==> config.mk <==
export PLATFORM = sky130hd
export DESIGN_NAME = core_branch_sched
export DESIGN_NICKNAME = d
export VERILOG_FILES = /design/src/rtl/core_branch_sched_pkg.sv /design/src/rtl/core_branch_sched_stats.sv /design/src/rtl/core_branch_sched.sv
export SDC_FILE = /design/constraint.sdc
export NUM_CORES = 1
export LEC_CHECK = 0
export CORE_AREA = 2 2 122 136
export DETAILED_ROUTE_END_ITERATION = 6
export DIE_AREA = 0 0 124 138
export GPL_ROUTABILITY_DRIVEN = 0
export SLEW_MARGIN = 20
export SYNTH_ARGS = -nofsm -noshare
export SYNTH_HDL_FRONTEND = slang
export SYNTH_SLANG_ARGS = --single-unit
==> constraint.sdc <==
create_clock -name clk -period 2.3 [get_ports clk]
set_input_delay 0.345 -clock clk [delete_from_list [all_inputs] [get_ports clk]]
set_output_delay 0.345 -clock clk [all_outputs]
set_load 0.005 [all_outputs]
==> src/rtl/core_branch_sched_pkg.sv <==
// Shared types and defaults for the branch-unit issue controller.
// Reuses the core's insn_decode/hword/hptr shapes unchanged.
package core_branch_sched_pkg;

  typedef logic [15:0] hword;
  typedef logic [31:0] hptr;

  typedef struct packed {
    logic [3:0]  op;
    logic [3:0]  rd;
    logic [3:0]  rs1;
    logic [3:0]  rs2;
    logic [15:0] imm;
  } insn_decode;

  typedef enum logic [1:0] {
    BS_IDLE,
    BS_WAIT,
    BS_RESOLVE,
    BS_FLUSH
  } branch_sched_state;

  localparam int BRANCH_FLUSH_CYCLES = 2;
  localparam int FLUSH_CNT_W         = 4;

  // A source register still awaiting a pending write blocks issue.
  function automatic logic has_hazard(input hword src, input hword pending);
    return |(src & pending);
  endfunction

endpackage

==> src/rtl/core_branch_sched_stats.sv <==
// Taken / not-taken resolution counters, wrapping modulo 2^STAT_W.
// Only instantiated when CORE_BRANCH_SCHED_STATS_EN is defined.
module core_branch_sched_stats #(
  parameter int STAT_W = 32
) (
  input  logic              clk,
  input  logic              rst_n,
  input  logic              inc_taken,
  input  logic              inc_not_taken,
  output logic [STAT_W-1:0] stat_taken,
  output logic [STAT_W-1:0] stat_not_taken
);

  always_ff @(posedge clk or negedge rst_n) begin
    if (!rst_n) begin
      stat_taken     <= '0;
      stat_not_taken <= '0;
    end else begin
      if (inc_taken)
        stat_taken <= stat_taken + STAT_W'(1);
      if (inc_not_taken)
        stat_not_taken <= stat_not_taken + STAT_W'(1);
    end
  end

endmodule

==> src/rtl/core_branch_sched.sv <==
// Branch-unit issue controller: holds one branch until RAW-hazard free, issues it,
// and turns a taken resolution into a redirect pulse plus a fixed-length flush.
// Optional statistics counters: define CORE_BRANCH_SCHED_STATS_EN.
module core_branch_sched
  import core_branch_sched_pkg::*;
#(
  parameter int FLUSH_CYCLES = BRANCH_FLUSH_CYCLES,
  parameter int STAT_W       = 32
) (
  input  logic              clk,
  input  logic              rst_n,
  input  logic              in_valid,
  output logic              in_ready,
  input  insn_decode        in_dec,
  input  hword              src_mask,
  input  hword              busy_mask,
  input  logic              wb_stall,
  input  logic              kill,
  output insn_decode        dec,
  output logic              start,
  input  logic              unit_branch,
  input  hptr               unit_target,
  output logic              flush,
  output logic              redirect_valid,
  output hptr               redirect_pc,
  output logic              busy,
  output logic [STAT_W-1:0] stat_taken,
  output logic [STAT_W-1:0] stat_not_taken
);

  branch_sched_state        state;
  branch_sched_state        state_nxt;
  insn_decode               hold_dec;
  hword                     hold_src;
  hptr                      pc_q;
  logic [FLUSH_CNT_W-1:0]   flush_cnt;
  logic                     accept;
  logic                     resolve_taken;

  always_ff @(posedge clk or negedge rst_n) begin
    if (!rst_n)
      state <= BS_IDLE;
    else
      state <= state_nxt;
  end

  // kill wins over everything, including a transfer offered in the same cycle.
  always_comb begin
    state_nxt     = state;
    in_ready      = 1'b0;
    accept        = 1'b0;
    start         = 1'b0;
    resolve_taken = 1'b0;
    case (state)
      BS_IDLE: begin
        in_ready = !kill;
        if (in_valid && !kill) begin
          accept    = 1'b1;
          state_nxt = BS_WAIT;
        end
      end
      BS_WAIT: begin
        if (!kill && !wb_stall && !has_hazard(hold_src, busy_mask)) begin
          start     = 1'b1;
          state_nxt = BS_RESOLVE;
        end
      end
      BS_RESOLVE: begin
        if (unit_branch) begin
          resolve_taken = !kill;
          state_nxt     = BS_FLUSH;
        end else begin
          state_nxt = BS_IDLE;
        end
      end
      BS_FLUSH: begin
        if (flush_cnt <= FLUSH_CNT_W'(1))
          state_nxt = BS_IDLE;
      end
      default: state_nxt = BS_IDLE;
    endcase
    if (kill)
      state_nxt = BS_IDLE;
  end

  always_ff @(posedge clk or negedge rst_n) begin
    if (!rst_n) begin
      hold_dec <= '0;
      hold_src <= '0;
    end else if (kill) begin
      hold_dec <= '0;
      hold_src <= '0;
    end else if (accept) begin
      hold_dec <= in_dec;
      hold_src <= src_mask;
    end
  end

  always_ff @(posedge clk or negedge rst_n) begin
    if (!rst_n) begin
      pc_q      <= '0;
      flush_cnt <= '0;
    end else begin
      if (resolve_taken) begin
        pc_q      <= unit_target;
        flush_cnt <= FLUSH_CNT_W'(FLUSH_CYCLES);
      end else if (kill) begin
        flush_cnt <= '0;
      end else if (state == BS_FLUSH) begin
        flush_cnt <= flush_cnt - FLUSH_CNT_W'(1);
      end
    end
  end

  // The target is forwarded during RESOLVE so the redirect pulse carries it.
  assign redirect_valid = resolve_taken;
  assign redirect_pc    = (state == BS_RESOLVE) ? unit_target : pc_q;
  assign flush          = (state == BS_FLUSH);
  assign busy           = (state != BS_IDLE);
  assign dec            = hold_dec;

`ifdef CORE_BRANCH_SCHED_STATS_EN
  logic resolve_not_taken;
  assign resolve_not_taken = (state == BS_RESOLVE) && !kill && !unit_branch;

  core_branch_sched_stats #(
    .STAT_W (STAT_W)
  ) u_stats (
    .clk            (clk),
    .rst_n          (rst_n),
    .inc_taken      (resolve_taken),
    .inc_not_taken  (resolve_not_taken),
    .stat_taken     (stat_taken),
    .stat_not_taken (stat_not_taken)
  );
`else
  assign stat_taken     = '0;
  assign stat_not_taken = '0;
`endif

endmodule

Yosys cells after proc, flatten, opt, wreduce, memory -nomap -nowiden

Cells that the tools add are included.

Bitwise gates (word level): 1
Mux-type cells: 21
Equality and inequality tests: 6
Add/sub/neg operators: 1
$lt $le $gt $ge: 1
Reduce and logical (&&, ||, !) cells: 12

Operator list:

| cell                                                                              | count |
|---|---|
| 32-bit two-way mux                                                                | 3 |
| 16-bit two-way mux                                                                | 2 |
| 16-bit bitwise AND                                                                | 1 |
| 16-bit OR reduction                                                               | 1 |
| 4-bit two-way mux                                                                 | 3 |
| 2-bit two-way mux                                                                 | 5 |
| 2-bit one-hot mux with 4 select lines                                             | 1 |
| 1-bit two-way mux                                                                 | 7 |
| 3-bit inequality test (second input constant)                                     | 2 |
| 2-bit equality test (second input constant)                                       | 2 |
| 4-bit by 1-bit less-or-equal comparator with 1-bit output (second input constant) | 1 |
| 2-bit nonzero test                                                                | 2 |
| 4-bit by 1-bit subtractor with 4-bit output (second input constant)               | 1 |
| 1-bit logical AND                                                                 | 3 |
| 1-bit zero test                                                                   | 3 |
| 3-bit by 2-bit inequality test with 1-bit output (second input constant)          | 1 |
| 3-bit AND reduction                                                               | 1 |
| 3-bit nonzero test                                                                | 1 |
| 2-bit by 1-bit equality test with 1-bit output (second input constant)            | 1 |
| 2-bit zero test                                                                   | 1 |

Register bits: 86
Word-level logic and storage cells: 51

Logic depth before layout (Yosys ltp)

Gate-level depths: netlist (run 1).

Word-level depth: 7
Depth in mapped cells: 7

Worst setup path after synthesis (run 1)

OpenSTA, ideal clock, no wires.

Kind: input to output
From: input kill
To: output start
Arrival: 1.266 ns
Path slack: 0.689 ns
Cell stages on the path: 5
Data required time: 1.955 ns
Buffers on the path: 1
Path through: buf_6 -> a211oi_2 -> nand3_1 -> or3_4 -> nor3_2

Word-level cells in the longest chain between the ends: 5

RTL lines:

| what                           | RTL line                | text |
|---|---|---|
| start, declared                | core_branch_sched.sv:18 | `input logic kill,` |
| 1-bit zero test                | core_branch_sched.sv:63 | `if (!kill && !wb_stall && !has_hazard(hold_src, busy_mask)) begin` |
| 1-bit logical AND (2 in a row) | core_branch_sched.sv:63 |  |
| 1-bit two-way mux              | core_branch_sched.sv:63 |  |
| 1-bit two-way mux              | core_branch_sched.sv:54 | `case (state)` |
| end, declared                  | core_branch_sched.sv:20 | `output logic start,` |

No other way between the ends.

Final worst setup path (run 1)

From: register state[0]
To: output redirect_valid

Word-level cells in the longest chain between the ends: 2

RTL lines:

| what                   | RTL line                | text |
|---|---|---|
| start, declared        | core_branch_sched.sv:31 | `branch_sched_state state;` |
| start signal, assigned | core_branch_sched.sv:44 | `state <= state_nxt;` |
| 2-bit equality test    | core_branch_sched.sv:54 |  |
| 1-bit two-way mux      | core_branch_sched.sv:54 |  |
| end, declared          | core_branch_sched.sv:24 | `output logic redirect_valid,` |

No other way between the ends.

==> results of run 1 <==
[timing repair]
action	4_1_cts	5_1_grt
setup endpoints to repair	1	31
gates resized for setup	5	26
setup buffers	0	0
hold endpoints to repair	0	0
[area by class of cell]
| cell class | count | area (µm²) | area share [%] |
|---|---|---|---|
| sequential | 86 | 2150 | 31.8 |
| tap | 204 | 255 | 3.77 |
| timing repair buffer | 189 | 1970 | 29.2 |
| clock buffer | 10 | 239 | 3.53 |
| multi-input combinational | 324 | 2050 | 30.3 |
| clock inverter | 5 | 83.8 | 1.24 |
| inverter | 4 | 15.0 | 0.222 |
[critical path, delay by kind of cell (launching register included)]
family / cells / cell delay, ns
buffers and inverters: 2 / 0.72
AND/OR/NAND/NOR: 2 / 0.40
flip-flops: 1 / 0.40
[layer usage]
metal,part of all wire (%),track usage (%),wire (µm)
met4,1.5,5.32,175
met5,0,0,0
met2,48,22.0,5450
met3,9.2,4.17,1040
met1,42,16.0,4740
[Yosys cell counts, drive strengths merged, types with 2 or more instances]
library cell and instances:
a21oi 2, dfrtp 86, inv 4, nor3 5, a22oi 9, nand3 3, buf 88, nand2 96
clkbuf 3, nor2 11, nor2b 3, ha 2, or2 2, and2 2, mux2i 3, o21ai 48
a211oi 2, mux2 65
[power by group]
group	leakage (µW)	internal [µW]	switching [µW]
logic	0.00191	1310	620
registers	0.00113	1860	188
clock network	0.000151	976	596
[state kept, by name, indices dropped and copies added, names as in the netlist]
register	cells
dec	32
pc_q	32
hold_src	16
flush_cnt	4
state	2
[worst max path at each step]
stage	from	endpoint	slack (ns)	cells after the start
after floorplan	kill	start	0.69	5
final	state[0]$_DFFE_PN0P_	redirect_valid	0.08	4
after global routing	state[0]$_DFFE_PN0P_	redirect_valid	-0.003	4
after CTS	state[0]$_DFFE_PN0P_	redirect_pc[5]	0.002	4
after detailed placement	kill	start	-0.40	6
after global placement	kill	start	-0.38	6
[kinds of logic (layout without fill, tap and decap cells)]
kind of cell / Yosys count / count (layout) / synth area share (%)
AND/OR/NAND/NOR: 126 / 126 / 11.4
multiplexers: 68 / 68 / 18.7
adder cells (fa/ha/maj): 2 / 2 / 0.537
flip-flops: 86 / 86 / 46.1
AO/OA/AOI/OAI: 64 / 64 / 7.86
other: 1 / 64 / 0.0804
buffers and inverters: 95 / 208 / 15.3
[through the flow]
| stage | power [µW] | util (%) |
|---|---|---|
| floorplan | 3090 | - |
| global placement | 4040 | 40.0 |
| detailed placement | 4070 | 40.0 |
| CTS | 5710 | 42.1 |
| global route | 5900 | 42.5 |
| finish | 5550 | 42.5 |
[layout by cell type (no fill, tap or decap), types with 3 or more instances in the layout]
| cell | count |
|---|---|
| sky130_fd_sc_hd__buf_4 | 13 |
| sky130_fd_sc_hd__o21ai_0 | 4 |
| sky130_fd_sc_hd__nor2_1 | 11 |
| sky130_fd_sc_hd__o21ai_1 | 43 |
| sky130_fd_sc_hd__mux2_2 | 36 |
| sky130_fd_sc_hd__nand3_1 | 3 |
| sky130_fd_sc_hd__a22oi_1 | 7 |
| sky130_fd_sc_hd__dlymetal6s2s_1 | 24 |
| sky130_fd_sc_hd__conb_1 | 64 |
| sky130_fd_sc_hd__clkdlybuf4s50_1 | 143 |
| sky130_fd_sc_hd__inv_1 | 4 |
| sky130_fd_sc_hd__dfrtp_1 | 86 |
| sky130_fd_sc_hd__mux2i_1 | 3 |
| sky130_fd_sc_hd__buf_12 | 6 |
| sky130_fd_sc_hd__mux2_4 | 29 |
| sky130_fd_sc_hd__clkbuf_16 | 9 |
| sky130_fd_sc_hd__nand2_1 | 96 |
| sky130_fd_sc_hd__nor3_1 | 3 |
==> implementation parameters, run 1 <==
Parameter                              Value

Routing
  Routed via count divided by cell count    4.24
  Drt drc    0
  Final routed wire length divided by cell count    13.9 µm
  Vias    3486
  Drt first pass iters    5
  Remaining number of nets flagged by the antenna check after routing    0
  Detailed Route Iter0 Violations    159
  Overall routed net length    11.4 mm

Yosys
  Most used flip-flop cell after synthesis    sky130_fd_sc_hd__dfrtp_1
  Mapped Cells    442
  Average cell area after synthesis    10.6 µm²
  Synth area leaders    sky130_fd_sc_hd__dfrtp_1 (46%), sky130_fd_sc_hd__buf_4 (11%), sky130_fd_sc_hd__mux2_4 (9.3%), sky130_fd_sc_hd__mux2_2 (8.7%), sky130_fd_sc_hd__nand2_1 (7.7%)
  Count of flip-flops with a built-in enable after synthesis    0
  Leading area contributor after synthesis    sky130_fd_sc_hd__dfrtp_1
  Share of the synthesized area in the top cell type    46.1%
  Proportion of synthesized chip area in sequential cells    46.1%
  Number of synthesis warnings    0
  Count of cell types in the netlist    33
  Share of async-settable or async-resettable flops after synthesis    100%
  Cell area after synthesis    4660 µm²
  Synthesis-stage register bit count    86

Critical path
  Worst-case reg-to-reg path depth    6
  Type of the worst setup path    flop to primary output
  Data required time at the worst endpoint    1.96 ns
  Critical Path Source Type    flop
  Crit path max-delay cell type    sky130_fd_sc_hd__clkdlybuf4s50_1
  Arrival time of data at the critical path endpoint    1.88 ns
  Maximum fanout count along the critical path    25
  Setup slack of the worst register-to-register path    0.57 ns
  CP Capture Type    primary output
  Critical register-to-register path endpoint    state[1]$_DFFE_PN0P_
  Peak per-stage delay on the critical path    0.53 ns
  Critical path, cell by cell    nor2b_4, buf_12, and3_4, clkdlybuf4s50_1
  Worst r2r src    flush_cnt[0]$_DFFE_PN0P_

Timing
  Max Slew Vio Count    0
  Final Skew    0.00464 ns
  Final hold violations    0
  Max Freq    0.450 GHz
  Setup TNS after final layout    0 ns
  Worst-case headroom to the max-slew limit    59.6%
  Final worst path period need    2.22 ns
  Setup repair after global routing missed its margin    true
  Final hold slack    0.0134 ns
  Setup Viol. Count Final    0
  Worst Tran Pin Value    0.606 ns
  Final cycle utilization of the critical path    96.6%
  Final worst slack    0.0775 ns

Place
  Post-DP Area    6380 µm²
  Post-detailed-placement half-perimeter wirelength    8.47 mm
  Number of buffers inserted by port buffering    170
  Total instance count after detailed placement    807
  Worst slack after detailed placement    -0.404 ns

Global routing
  Largest net degree at the start of global routing    47
  First-pass GRT wire length    17.7 mm
  Vias in the first global route    3497
  Overall overflow remaining after global route    0
  Combined global-route utilization of all metal layers    13.3%
  Initial antenna violation count    0

Die
  Die width    124 µm
  Die area    17100 µm²
  # rows    49
  Core Footprint    15900 µm²
  Num ports    235
  Initial core utilization    29.3%
  Die height    138 µm

Clock network
  Insertion delay to the later sink of the worst-skew pair    0.34 ns
  CTS max path bufs    2
  Max H-tree Level    3
  Total CTS buffers    9
  CTS tree    built
  Number of buffers inserted for hold repair after clock tree synthesis    0
  Total number of clock tree sinks    86
  Cell at the root of the clock tree    sky130_fd_sc_hd__clkbuf_16
  Clock input transition at the sequential cells of the worst setup and hold paths    0.06 ns

Job
  Max-cap violations    0

Cells and area
  Share of cells above drive strength 1    18.3%
  Post-route cell area    6770 µm²
  Final standard cell count with taps included and fillers excluded    822
  Synthesis-to-finish area growth    45.2%
  Number of filler instances in the final layout    1551
  Antenna cells    0
  Final layout net count    718

Run status
  Result of the run    complete, no violations

Pwr
  IR Drop Worst-Case VDD    331 µV
  Lkg Pwr    0.00319 µW
  PD cells    819 nW/µm²

Worst hold path
  Worst hold-check path type    input port to async pin
Power figures use the tool's default switching activity.
==> inputs of run 2 (changes only) <==
==> constraint.sdc (replaced) <==
create_clock -name clk -period 2 [get_ports clk]
set_input_delay 0.3 -clock clk [delete_from_list [all_inputs] [get_ports clk]]
set_output_delay 0.3 -clock clk [all_outputs]
set_load 0.005 [all_outputs]
==> run 2 against run 1 <==
Against the previous run:
- the run now ends with setup timing left
- combinational power rose by 33%
- critical endpoint is now redirect_pc[8]
- flip-flop and latch count did not move
- non-clock buffer count rose by 26
- critical path depth rose by 3
- wire length rose by 4.7%
- first-iteration DRC count fell by 14%
- clock skew barely moved
- setup slack got worse by 0.13 ns
- cell count rose by 3.4%
- utilization rose by 1.9 points
- register-to-register slack got worse by 0.47 ns
- global-route usage rose by 0.42 points
==> implementation parameters, run 2 (synthesis gave the netlist of run 1 again) <==
Parameter                              Value

Pwr
  Share of power burned in registers    36.0% (-0.9 points)
  Overall power of the completed layout    6580 µW (+19%)
  Clock share of power    25.1% (-3.2 points)
  Switching power summed over all nets    1730 µW (+23%)
  Comb pwr share    38.9% (+4.2 points)
  Power Internal    4860 µW (+17%)
  IR Drop Worst-Case VDD    328 µV (-0.95%)
  Switching power as a share of total power    26.2% (+0.91 points)
  PD cells    929 nW/µm² (+13%)
  Lkg Pwr    0.00320 µW (+0.52%)

Critical path
  Setup slack of the worst register-to-register path    0.10 ns (-0.47 ns)
  Number of buffer and inverter instances along the worst setup path    5 (+3)
  Type of the worst setup path    flop to primary output
  Largest delay contributor family on the critical path    buffers and inverters
  Arrival time of data at the critical path endpoint    1.75 ns (-0.13 ns)
  Crit path max-delay cell type    sky130_fd_sc_hd__dfrtp_1
  Peak per-stage delay on the critical path    0.38 ns (-0.15 ns)
  Data required time at the worst endpoint    1.70 ns (-0.26 ns)
  Critical Path Source Type    flop
  Critical path, cell by cell    nor2b_4, buf_12, buf_8, buf_16, buf_6, mux2_4, buf_6
  CP Capture Type    primary output
  Crit-path most repeated cell    sky130_fd_sc_hd__buf_6
  Maximum fanout count along the critical path    6 (-76%)

Clock network
  Insertion delay to the later sink of the worst-skew pair    0.33 ns (about the same)
  Clock input transition at the sequential cells of the worst setup and hold paths    0.06 ns (about the same)
  CTS max path bufs    2 (unchanged)
  Cell at the root of the clock tree    sky130_fd_sc_hd__clkbuf_16
  CTS tree    built
  Total number of clock tree sinks    86 (unchanged)
  Total CTS buffers    9 (unchanged)
  Max H-tree Level    3 (unchanged)

Global routing
  First-pass GRT wire length    18.7 mm (+5.3%)
  Initial antenna violation count    1 (+1)
  Vias in the first global route    3686 (+5.4%)
  Largest net degree at the start of global routing    47 (unchanged)
  Overall overflow remaining after global route    0 (unchanged)
  Combined global-route utilization of all metal layers    13.7% (+0.42 points)

Die
  Die height    138 µm (unchanged)
  Die area    17100 µm² (unchanged)
  Num ports    235 (unchanged)
  Core Footprint    15900 µm² (unchanged)
  # rows    49 (unchanged)
  Die width    124 µm (unchanged)
  Initial core utilization    29.3% (unchanged)

Timing
  Setup Viol. Count Final    4 (+4)
  Setup repair after global routing missed its margin    true
  Final Skew    0.00419 ns (-0.000446 ns)
  Worst Tran Pin Value    0.509 ns (-0.0966 ns)
  Final hold violations    0 (unchanged)
  Max Slew Vio Count    0 (unchanged)
  Final worst path period need    2.05 ns
  Worst-case headroom to the max-slew limit    66.1% (+6.4 points)
  Final worst slack    -0.0478 ns (-0.125 ns)
  Final cycle utilization of the critical path    102%
  Setup TNS after final layout    -0.177 ns (-0.177 ns)
  Max Freq    0.488 GHz

Job
  Max-cap violations    0 (unchanged)

Place
  Post-detailed-placement half-perimeter wirelength    8.42 mm (-0.57%)
  Post-DP Area    6410 µm² (+0.47%)
  Total instance count after detailed placement    811 (+0.50%)
  Worst slack after detailed placement    -0.596 ns (-0.192 ns)
  Number of buffers inserted by port buffering    170 (unchanged)

Cells and area
  Most frequent standard cell in the layout excluding fill and tap cells    sky130_fd_sc_hd__clkdlybuf4s50_1
  Final layout net count    744 (+3.6%)
  Final standard cell count with taps included and fillers excluded    850 (+3.4%)
  Leading cell types in the layout, fill and taps excluded    sky130_fd_sc_hd__clkdlybuf4s50_1 (130), sky130_fd_sc_hd__nand2_1 (95), sky130_fd_sc_hd__dfrtp_1 (86)
  Synthesis-to-finish area growth    51.9%
  Post-route cell area    7080 µm² (+4.6%)
  Share of cells above drive strength 1    26.7% (+8.4 points)

Run status
  Result of the run    finished with violations
  Failing checks    setup timing

Routing
  Routed via count divided by cell count    4.27 (+0.65%)
  Remaining number of nets flagged by the antenna check after routing    0 (unchanged)
  Drt first pass iters    4 (-1)
  Final routed wire length divided by cell count    14.1 µm (+1.3%)
  Drt drc    0 (unchanged)
  Detailed Route Iter0 Violations    137 (-14%)
  Overall routed net length    11.9 mm (+4.7%)
  Vias    3628 (+4.1%)

Worst hold path
  Worst hold-check path type    input port to async pin
## run 2: layout make-up
cell class	count	area (µm²)
diodes	1	2.50
clock buffers	11	233
clock inverters	5	58.8
fillers	1521	8860
inverters	4	15.0
multi-input cells	324	2150
flip-flops and latches	86	2150
well taps	204	255
repair buffers	215	2210
## run 2: metrics by stage
step	util (%)	hold WS, ns
6_report	44.4	0.467
5_1_grt	44.4	0.507
4_1_cts	44.2	0.480
3_5_place_dp	40.2	0.289
3_3_place_gp	40.2	0.291
2_1_floorplan	-	0.00441
## run 2: worst register-to-register path: stages (launching register included)
cell and delay, ns:
sky130_fd_sc_hd__dfrtp_1 0.40, sky130_fd_sc_hd__nor2b_4 0.16, sky130_fd_sc_hd__buf_12 0.12, sky130_fd_sc_hd__buf_8 0.11, sky130_fd_sc_hd__buf_16 0.12, sky130_fd_sc_hd__and3_4 0.19
sky130_fd_sc_hd__buf_4 0.15, sky130_fd_sc_hd__buf_6 0.22, sky130_fd_sc_hd__mux2_4 0.33
## run 2: worst paths after layout
check	start	to	depth (start not counted)
max	state[1]$_DFFE_PN0P_	redirect_pc[8]	7
min	rst_n	pc_q[8]$_DFFE_PN0P_	2
max reg2reg	state[0]$_DFFE_PN0P_	pc_q[21]$_DFFE_PN0P_	8
min reg2reg	pc_q[1]$_DFFE_PN0P_	pc_q[1]$_DFFE_PN0P_	1
max in group asynchronous	rst_n	pc_q[2]$_DFFE_PN0P_	3
min in group clk	in_dec[13]	dec[13]$_DFFE_PN0P_	3
## run 2: routing by layer
metal  track usage, %  up-vias  wire, µm
li1                 -     1744         -
met1             17.4     1725      5020
met2             22.7      150      5860
met3             3.84        9       949
met4             4.08        0       111
met5                0        -         0
## run 2: power by group through the flow
stage | clock network (µW) | logic (µW) | registers (µW)
final | 1650 | 2560 | 2370
after global routing | 1780 | 2780 | 2420
after CTS | 1720 | 2470 | 2360
after detailed placement | 0 | 2310 | 2380
after global placement | 0 | 2300 | 2360
after floorplan | 0 | 1230 | 2320
## run 2: what timing repair did
item / CTS / global route
pin swaps: 3 / 3
buffers inserted: 21 / 2
setup endpoints to repair: 36 / 59
hold buffers: 1 / 0
cloned: 3 / 0
hold endpoints to repair: 32 / 0
gates resized for setup: 178 / 32
